<file path="src/rtl/decode_queue.sv">
// decode_queue
// RV32IM decode stage for FETCH_W instructions per cycle, followed by a
// DEPTH-entry queue of decoded micro-ops feeding rename/dispatch.
//
// Ports
//   clk            rising-edge clock
//   rst_n          asynchronous reset, active low
//   flush          drop every queued op (mispredict/trap)
//   in_valid       per-lane instruction valid
//   in_instr       lane i instruction at [32*i +: 32]
//   in_pc          lane i PC at [XLEN*i +: XLEN]
//   in_ready       queue has room for a full fetch group
//   out_valid      head entry valid
//   out_ready      dispatch consumes the head entry
//   out_pc         head PC
//   out_instr      head raw instruction
//   out_alu_opcode {branch, f7b5-qualified, funct3}
//   out_alu_m_inst M-extension op
//   out_load_store {load, store}
//   out_rd_inst    op writes rd
//   out_cont_tra   {jalr, jal, branch}
//   out_imm        sign-extended immediate
//   out_illegal    illegal/unimplemented encoding
//   count          occupied entries
module decode_queue #(
    parameter int XLEN    = 32,
    parameter int FETCH_W = 2,
    parameter int DEPTH   = 8
) (
    input  logic                      clk,
    input  logic                      rst_n,
    input  logic                      flush,
    input  logic [FETCH_W-1:0]        in_valid,
    input  logic [FETCH_W*32-1:0]     in_instr,
    input  logic [FETCH_W*XLEN-1:0]   in_pc,
    output logic                      in_ready,
    output logic                      out_valid,
    input  logic                      out_ready,
    output logic [XLEN-1:0]           out_pc,
    output logic [31:0]               out_instr,
    output logic [4:0]                out_alu_opcode,
    output logic                      out_alu_m_inst,
    output logic [1:0]                out_load_store,
    output logic                      out_rd_inst,
    output logic [2:0]                out_cont_tra,
    output logic [31:0]               out_imm,
    output logic                      out_illegal,
    output logic [$clog2(DEPTH):0]    count
);

    localparam int PTR_W = $clog2(DEPTH);
    localparam int CNT_W = PTR_W + 1;

    localparam logic [6:0] OPC_LUI    = 7'b0110111;
    localparam logic [6:0] OPC_AUIPC  = 7'b0010111;
    localparam logic [6:0] OPC_JAL    = 7'b1101111;
    localparam logic [6:0] OPC_JALR   = 7'b1100111;
    localparam logic [6:0] OPC_BRANCH = 7'b1100011;
    localparam logic [6:0] OPC_LOAD   = 7'b0000011;
    localparam logic [6:0] OPC_STORE  = 7'b0100011;
    localparam logic [6:0] OPC_OP_IMM = 7'b0010011;
    localparam logic [6:0] OPC_OP     = 7'b0110011;
    localparam logic [6:0] OPC_MISC   = 7'b0001111;
    localparam logic [6:0] OPC_SYSTEM = 7'b1110011;

    typedef struct packed {
        logic [XLEN-1:0] pc;
        logic [31:0]     instr;
        logic [4:0]      alu_opcode;
        logic            alu_m_inst;
        logic [1:0]      load_store;
        logic            rd_inst;
        logic [2:0]      cont_tra;
        logic [31:0]     imm;
        logic            illegal;
    } uop_t;

    function automatic uop_t decode_lane(input logic [31:0] instr, input logic [XLEN-1:0] pc);
        uop_t       u;
        logic [6:0] opc;
        logic [2:0] f3;
        logic [6:0] f7;
        logic       is_lui, is_auipc, is_jal, is_jalr, is_branch;
        logic       is_load, is_store, is_op_imm, is_op, is_misc, is_system;
        logic       known, illegal, f7b5;
        logic [31:0] imm;

        opc = instr[6:0];
        f3  = instr[14:12];
        f7  = instr[31:25];

        is_lui    = (opc == OPC_LUI);
        is_auipc  = (opc == OPC_AUIPC);
        is_jal    = (opc == OPC_JAL);
        is_jalr   = (opc == OPC_JALR);
        is_branch = (opc == OPC_BRANCH);
        is_load   = (opc == OPC_LOAD);
        is_store  = (opc == OPC_STORE);
        is_op_imm = (opc == OPC_OP_IMM);
        is_op     = (opc == OPC_OP);
        is_misc   = (opc == OPC_MISC);
        is_system = (opc == OPC_SYSTEM);

        known = is_lui | is_auipc | is_jal | is_jalr | is_branch | is_load |
                is_store | is_op_imm | is_op | is_misc | is_system;

        illegal = (instr[1:0] != 2'b11) | ~known |
                  (is_op & ~((f7 == 7'h00) | (f7 == 7'h20) | (f7 == 7'h01))) |
                  (is_load & ((f3 == 3'b011) | (f3 == 3'b110) | (f3 == 3'b111))) |
                  (is_store & (f3 > 3'b010));

        // Bit 30 only selects SUB/SRA for OP and SRAI for the shift-immediates.
        f7b5 = is_op ? instr[30] :
               (is_op_imm & ((f3 == 3'b001) | (f3 == 3'b101))) ? instr[30] : 1'b0;

        if (is_store)
            imm = {{20{instr[31]}}, instr[31:25], instr[11:7]};
        else if (is_branch)
            imm = {{19{instr[31]}}, instr[31], instr[7], instr[30:25], instr[11:8], 1'b0};
        else if (is_lui | is_auipc)
            imm = {instr[31:12], 12'b0};
        else if (is_jal)
            imm = {{11{instr[31]}}, instr[31], instr[19:12], instr[20], instr[30:21], 1'b0};
        else if (is_op)
            imm = 32'b0;
        else
            imm = {{20{instr[31]}}, instr[31:20]};

        u       = '0;
        u.pc    = pc;
        u.instr = instr;
        if (illegal) begin
            u.illegal = 1'b1;
        end else begin
            u.alu_opcode = {is_branch, f7b5, (is_load | is_store) ? 3'b000 : f3};
            u.alu_m_inst = is_op & (f7 == 7'h01);
            u.load_store = {is_load, is_store};
            u.rd_inst    = is_lui | is_auipc | is_jal | is_jalr | is_load | is_op_imm | is_op;
            u.cont_tra   = {is_jalr, is_jal, is_branch};
            u.imm        = imm;
        end
        return u;
    endfunction

    uop_t             mem [DEPTH];
    uop_t             lane_uop [FETCH_W];
    logic [PTR_W-1:0] lane_slot [FETCH_W];
    logic [PTR_W-1:0] wr_ptr, rd_ptr, off;
    logic [CNT_W-1:0] push_cnt;
    logic             push, pop;
    uop_t             head;

    // Valid lanes are packed into consecutive slots; each lane's slot is
    // offset by the number of valid lanes below it.
    always_comb begin
        off      = '0;
        push_cnt = '0;
        for (int i = 0; i < FETCH_W; i++) begin
            lane_uop[i]  = decode_lane(in_instr[32*i +: 32], in_pc[XLEN*i +: XLEN]);
            lane_slot[i] = wr_ptr + off;
            if (in_valid[i]) off = off + PTR_W'(1);
            push_cnt = push_cnt + CNT_W'(in_valid[i]);
        end
    end

    // Readiness looks only at the registered count, so a same-cycle pop
    // never lends space to the incoming group.
    assign in_ready  = (CNT_W'(DEPTH) - count) >= CNT_W'(FETCH_W);
    assign out_valid = (count != '0);
    assign push      = (|in_valid) & in_ready & ~flush;
    assign pop       = out_valid & out_ready & ~flush;

    always_ff @(posedge clk or negedge rst_n) begin
        if (!rst_n) begin
            wr_ptr <= '0;
            rd_ptr <= '0;
            count  <= '0;
        end else if (flush) begin
            wr_ptr <= '0;
            rd_ptr <= '0;
            count  <= '0;
        end else begin
            if (push) wr_ptr <= wr_ptr + push_cnt[PTR_W-1:0];
            if (pop)  rd_ptr <= rd_ptr + PTR_W'(1);
            count <= count + (push ? push_cnt : '0) - (pop ? CNT_W'(1) : '0);
        end
    end

    always_ff @(posedge clk) begin
        if (push) begin
            for (int i = 0; i < FETCH_W; i++) begin
                if (in_valid[i]) mem[lane_slot[i]] <= lane_uop[i];
            end
        end
    end

    // Payload is forced to zero while empty so stale storage never shows.
    assign head = out_valid ? mem[rd_ptr] : '0;

    assign out_pc         = head.pc;
    assign out_instr      = head.instr;
    assign out_alu_opcode = head.alu_opcode;
    assign out_alu_m_inst = head.alu_m_inst;
    assign out_load_store = head.load_store;
    assign out_rd_inst    = head.rd_inst;
    assign out_cont_tra   = head.cont_tra;
    assign out_imm        = head.imm;
    assign out_illegal    = head.illegal;

endmodule

</file>
<file path="config.mk">
export PLATFORM = sky130hd
export DESIGN_NAME = decode_queue
export DESIGN_NICKNAME = d
export VERILOG_FILES = /design/src/rtl/decode_queue.sv
export SDC_FILE = /design/constraint.sdc
export NUM_CORES = 2
export LEC_CHECK = 0
export CAP_MARGIN = 20
export CORE_ASPECT_RATIO = 2
export CORE_MARGIN = 5
export CORE_UTILIZATION = 63
export CTS_CLUSTER_DIAMETER = 80
export CTS_CLUSTER_SIZE = 16
export DETAILED_ROUTE_END_ITERATION = 8
export PLACE_DENSITY = 0.81
export REMOVE_ABC_BUFFERS = 1
export SLEW_MARGIN = 20
export SYNTH_ARGS = -nofsm -noshare
export SYNTH_HDL_FRONTEND = slang
export SYNTH_SLANG_ARGS = --single-unit
</file>
<file path="constraint.sdc">
create_clock -name clk -period 21.6 [get_ports clk]
set_clock_uncertainty 0.15 [all_clocks]
set_input_delay 3.24 -clock clk [delete_from_list [all_inputs] [get_ports clk]]
set_output_delay 3.24 -clock clk [all_outputs]
set_load 0.02 [all_outputs]
</file>
# Word level (Yosys, flattened, before mapping)
# Memories as Yosys holds them, arrays and structs flattened.
# Index checks and enable logic that the tools add are counted.
totals:
  register_bits: 10
  ramBits: 872
  input_bits: 134
  output_inout_bits: 115
  elab_cells: 158
  n_memories: 1
mem_list:
  columns: ["name", "depth", "width", "rd", "rd_clocked_by_memory_dff", "write_ports", "line_no", "source"]
  rows:
  - ["mem", 8, 109, 1, 0, 2, "145", "uop_t mem [DEPTH];"]
classes:
  add_sub_neg: 7
  magnitude_cmp: 3
  eq_ne: 38
  muxes: 35
  bitwise_logic: 65
  reduce_logical: 6
ops:
  columns: ["cell", "count"]
  rows:
  - ["two-way mux 32 bit", 10]
  - ["two-way mux 109 bit", 1]
  - ["two-way mux 44 bit", 2]
  - ["== test 7 x 6 -> 1 bit (second input constant)", 8]
  - ["== test 7 bit (second input constant)", 8]
  - ["bitwise OR 1 bit", 46]
  - ["== test 7 x 5 -> 1 bit (second input constant)", 4]
  - ["== test 3 bit (second input constant)", 6]
  - ["two-way mux 3 bit", 6]
  - ["bitwise AND 1 bit", 14]
  - ["== test 7 x 1 -> 1 bit (second input constant)", 2]
  - ["== test 7 x 2 -> 1 bit (second input constant)", 2]
  - ["== test 7 x 4 -> 1 bit (second input constant)", 2]
  - ["logical NOT 7 bit", 2]
  - ["two-way mux 1 bit", 14]
  - ["== test 3 x 1 -> 1 bit (second input constant)", 2]
  - ["== test 3 x 2 -> 1 bit (second input constant)", 2]
  - ["greater-than comparator 3 x 2 -> 1 bit (second input constant)", 2]
  - ["NOT 1 bit", 5]
  - ["adder 4 x 2 -> 4 bit", 1]
  - [">= comparator 4 x 2 -> 1 bit (second input constant)", 1]
  - ["two-way mux 4 bit", 1]
  - ["inequality test 2 bit (second input constant)", 2]
  - ["nonzero test 2 bit", 2]
  - ["other kinds (9)", 9]

# Longest topological paths before layout
logic_depth:
  word_depth: 17
  ltp_mapped: 15
  mapped_depth_nobuf: 14

# Worst setup path before layout
# OpenSTA, ideal clock, no wires.
synth_path:
  path_kind: "input-to-reg"
  from: "in in_valid[0]"
  to: "mem mem[0][0] in the netlist's numbering, enable pin"
  setup_time_ps: 868
  arrival_time_ps: 14931
  required_time_ps: 20582
  path_slack_ps: 5651
  cell_stages: 7
  path_buffers: 1
  cell_sequence: "inv_1 ha_1 a31oi_1 o41a_1 buf_2 nand2b_1 o41ai_1"
synth_rtl:
  columns: ["item", "line_no", "source"]
  rows:
  - ["start: declaration", "33", "input logic [FETCH_W-1:0] in_valid,"]
  - ["end: declaration", "145", null]

# Worst setup path in the final report
layout_path:
  from: "reg rd_ptr[1]"
  to: "out out_cont_tra[2]"
layout_via:
  elab_chain_len: 2
layout_rtl:
  columns: ["item", "line_no", "source"]
  rows:
  - ["start: declaration", "148", "logic [PTR_W-1:0] wr_ptr, rd_ptr, off;"]
  - ["start signal: assignment", "184", "if (pop) rd_ptr <= rd_ptr + PTR_W'(1);"]
  - ["memory read (8 x 109 bit)", null, null]
  - ["two-way mux 109 bit", "198", "assign head = out_valid ? mem[rd_ptr] : '0;"]
  - ["end: declaration", "45", "output logic [2:0] out_cont_tra,"]
# No other way between the ends.

==> results.md <==
- Status: completed
- Port Buffer Count: 248
- Syn avg cell area: 11.0 µm²
- Leakage power total: 17.9 nW
- Critical path arrival: 4.24 ns
- Gr usage total: 34.5%
- Final Hold Viols: 0
- Max Transition Viols Final: 0
- Fmax: 131 MHz
- DR vias/cell: 6.75
- First-pass GRT wire length: 207 mm
- Crit-path max cell delay: 0.97 ns
- CP Capture Type: output pin
- Die area: 78,800 µm²
- Min cycle time layout: 7.63 ns
- Final setup margin: 13.97 ns
- P&R area growth vs syn: 9.17%
- Post CTS Setup Buffer Count: 0
- Drt pass-1 iters: 6
- Yosys warning total: 0
- WHS: 0.557 ns
- CP Max Fanout: 169
- Number of diodes: 0
- DR vias: 34,200
- Buf+Inv Stages, Crit Path: 2
- Antenna viol nets, final: 0
- Number of synthesized flops with an enable pin: 864
- Final WL: 138 mm
- Detailed Place HPWL: 76.4 mm
- Reg power frac: 41.1%
- Power density over the cells: 104 nW/µm²
- Clk pwr share: 20.8%
- Critical Path Stages: 5
- Initial antenna violation count: 2
- Slew HR: 15.3%
- Vias in the first global route: 34,800
- Tcrit/Tclk final: 35.3%
- CP max-delay cell: dfrtp_4
- Post-synthesis instance area: 46,000 µm²
- CTS Sinks: 874
- H-tree depth: 2
- Yosys cell types: 72
- DRT iter0 DRCs: 4,752
- Hold-fix buffers, CTS: 0
- Number of top-level pins: 249
- Worst-path cell chain: buf_12 > mux4_2 > mux2i_1 > nor2_1 > clkdlybuf4s50_1
- Max-cap violations: 0
- Yosys reg bits: 874
- Internal power: 3.40 mW
- Main area contributors after synthesis: edfxtp_1 (56%), nand2_1 (13%), mux4_2 (11%), mux2i_1 (5.1%), o21ai_0 (2.8%)
- Hold crit path type: reg -> reg
- Num CTS Buffers: 60
- CORE AREA: 72,700 µm²
- Clk root buf: clkbuf_16
- Dominant cell type by area after synthesis: edfxtp_1
- GRT overflow: 0
- Setup WS pre-CTS: 13.42 ns
- Synth top area share: 56.4%
- Sw Share: 34.8%
- Worst EP required: 18.21 ns
- Logic pwr share: 38.1%
- Initial core utilization: 63.2%
- DRC: 0
- P_sw: 1.82 mW
- Die Ht: 392 µm
- GP Congestion: 0.846
- Hold path depth: 2
- Routed WL per cell: 27.1 µm
- Overall power: 5.22 mW
- Seq/Total Area, Yosys: 57.0%
- Worst Tran Pin Value: 1.27 ns
- Dpl cells: 4,984
- CP delay by family, top: buffers and inverters
- Worst-skew pair later-pin latency: 0.65 ns
- CTS clk-pin slew, worst paths: 0.08 ns
- Cells after synthesis: 4,177
- Crit start category: flip-flop
- Nets: 4,276
- Peak supply drop: 0.150 mV
- Post_cts resized: 0
- Area of the multi-input gates: 18,100 µm²
- Register area: 26,200 µm²
- Share of cells above drive strength 1: 10.1%
- WS Path Type: reg -> out
- Post-Layout Cell Count: 5,074
- Fill cells: 5,157
- TritonCTS clock tree: done
- Setup Viol. Count Final: 0
- Asr flop ratio synth: 1.14%
- Most common cell in the netlist: nand2_1
- Die W: 201 µm
- Reg2Reg Depth: 9
- Row count: 140
- Top_reg_cell synth: edfxtp_1
- Synth cell count leaders: nand2_1 (1,598), edfxtp_1 (864), clkbuf_1 (269)
- Setup TNS: 0 ns
- RSZ-0062 raised after global routing: false
- Largest net degree at the start of global routing: 170
- Max Root-Sink Buffers: 3
state kept, by name, summed over array words and instances, names as in the netlist:
signal,flops
count,4
mem,864
rd_ptr,3
wr_ptr,3
per-stage QoR:
stage / instance area (µm²) / utilization (%)
after global placement: 48500 / 66.7
final: 50200 / 69.0
after detailed placement: 48500 / 66.7
after CTS: 50100 / 69.0
after global routing: 50200 / 69.0
after floorplan: 44100 / -
logic make-up (layout without fill, tap and decap cells):
group                    after synthesis  in the layout  share of synthesized area, %
XOR/XNOR                               7              7                         0.133
adder cells (fa/ha/maj)               16             16                         0.468
AND/OR/NAND/NOR                     2020           2020                          18.2
multiplexers                         449            449                          15.7
buffers and inverters                446            420                          4.15
flip-flops                           874            874                          57.0
AO/OA/AOI/OAI                        365            365                          4.46
layer usage:
layer	track usage [%]	share of wire, %	vias to the layer above
met4	18.2	6.0	4
met5	0	0.024	-
met3	6.01	12	554
li1	-	-	14600
met2	59.4	50	2673
met1	41.7	32	16400
layout make-up:
class / instances / share of cell area [%]
flip-flops and latches: 874 / 52.2
multi-input cells: 2857 / 36.0
repair buffers: 316 / 6.08
clock buffers: 83 / 3.16
well taps: 923 / 2.30
inverters: 17 / 0.127
clock inverters: 4 / 0.107
cell usage in the layout (no fill, tap or decap), types with 11 or more instances in the layout:
cell type and instances:
buf_4 62, ha_1 14, edfxtp_1 864, mux2i_1 232, mux4_2 216, nand4_1 58, o21ai_1 22, a21oi_1 26
inv_1 16, clkbuf_16 60, nor2_1 135, clkbuf_1 23, a21o_1 18, nand3_2 11, nand2_1 1598, clkdlybuf4s50_1 248
nand3_1 129, o21ai_0 257
worst paths after layout:
kind | startpoint | slack (ns) | to
max reg2reg | count[0] | 16.62 | mem[2][25]
min | wr_ptr[2] | 0.56 | wr_ptr[2]
min reg2reg | wr_ptr[2] | 0.56 | wr_ptr[2]
max in group asynchronous | rst_n | 18.12 | rd_ptr[1]
min in group asynchronous | rst_n | 2.78 | rd_ptr[0]
max | rd_ptr[1] | 13.97 | out_cont_tra[2]
power groups by stage:
stage          logic, mW  registers, mW  clock network (mW)
5_1_grt             2.11           2.16                1.14
6_report            1.99           2.15                1.09
3_5_place_dp        1.98           2.18                   0
2_1_floorplan       1.27           2.32                   0
4_1_cts             1.99           2.15                1.08
3_3_place_gp        1.96           2.17                   0
tightest hold or removal path, stage by stage (launching register included):
cell and delay, ns:
dfrtp_1 0.49, xor2_1 0.10, nor2_1 0.08
(Power assumes the default switching activity.)
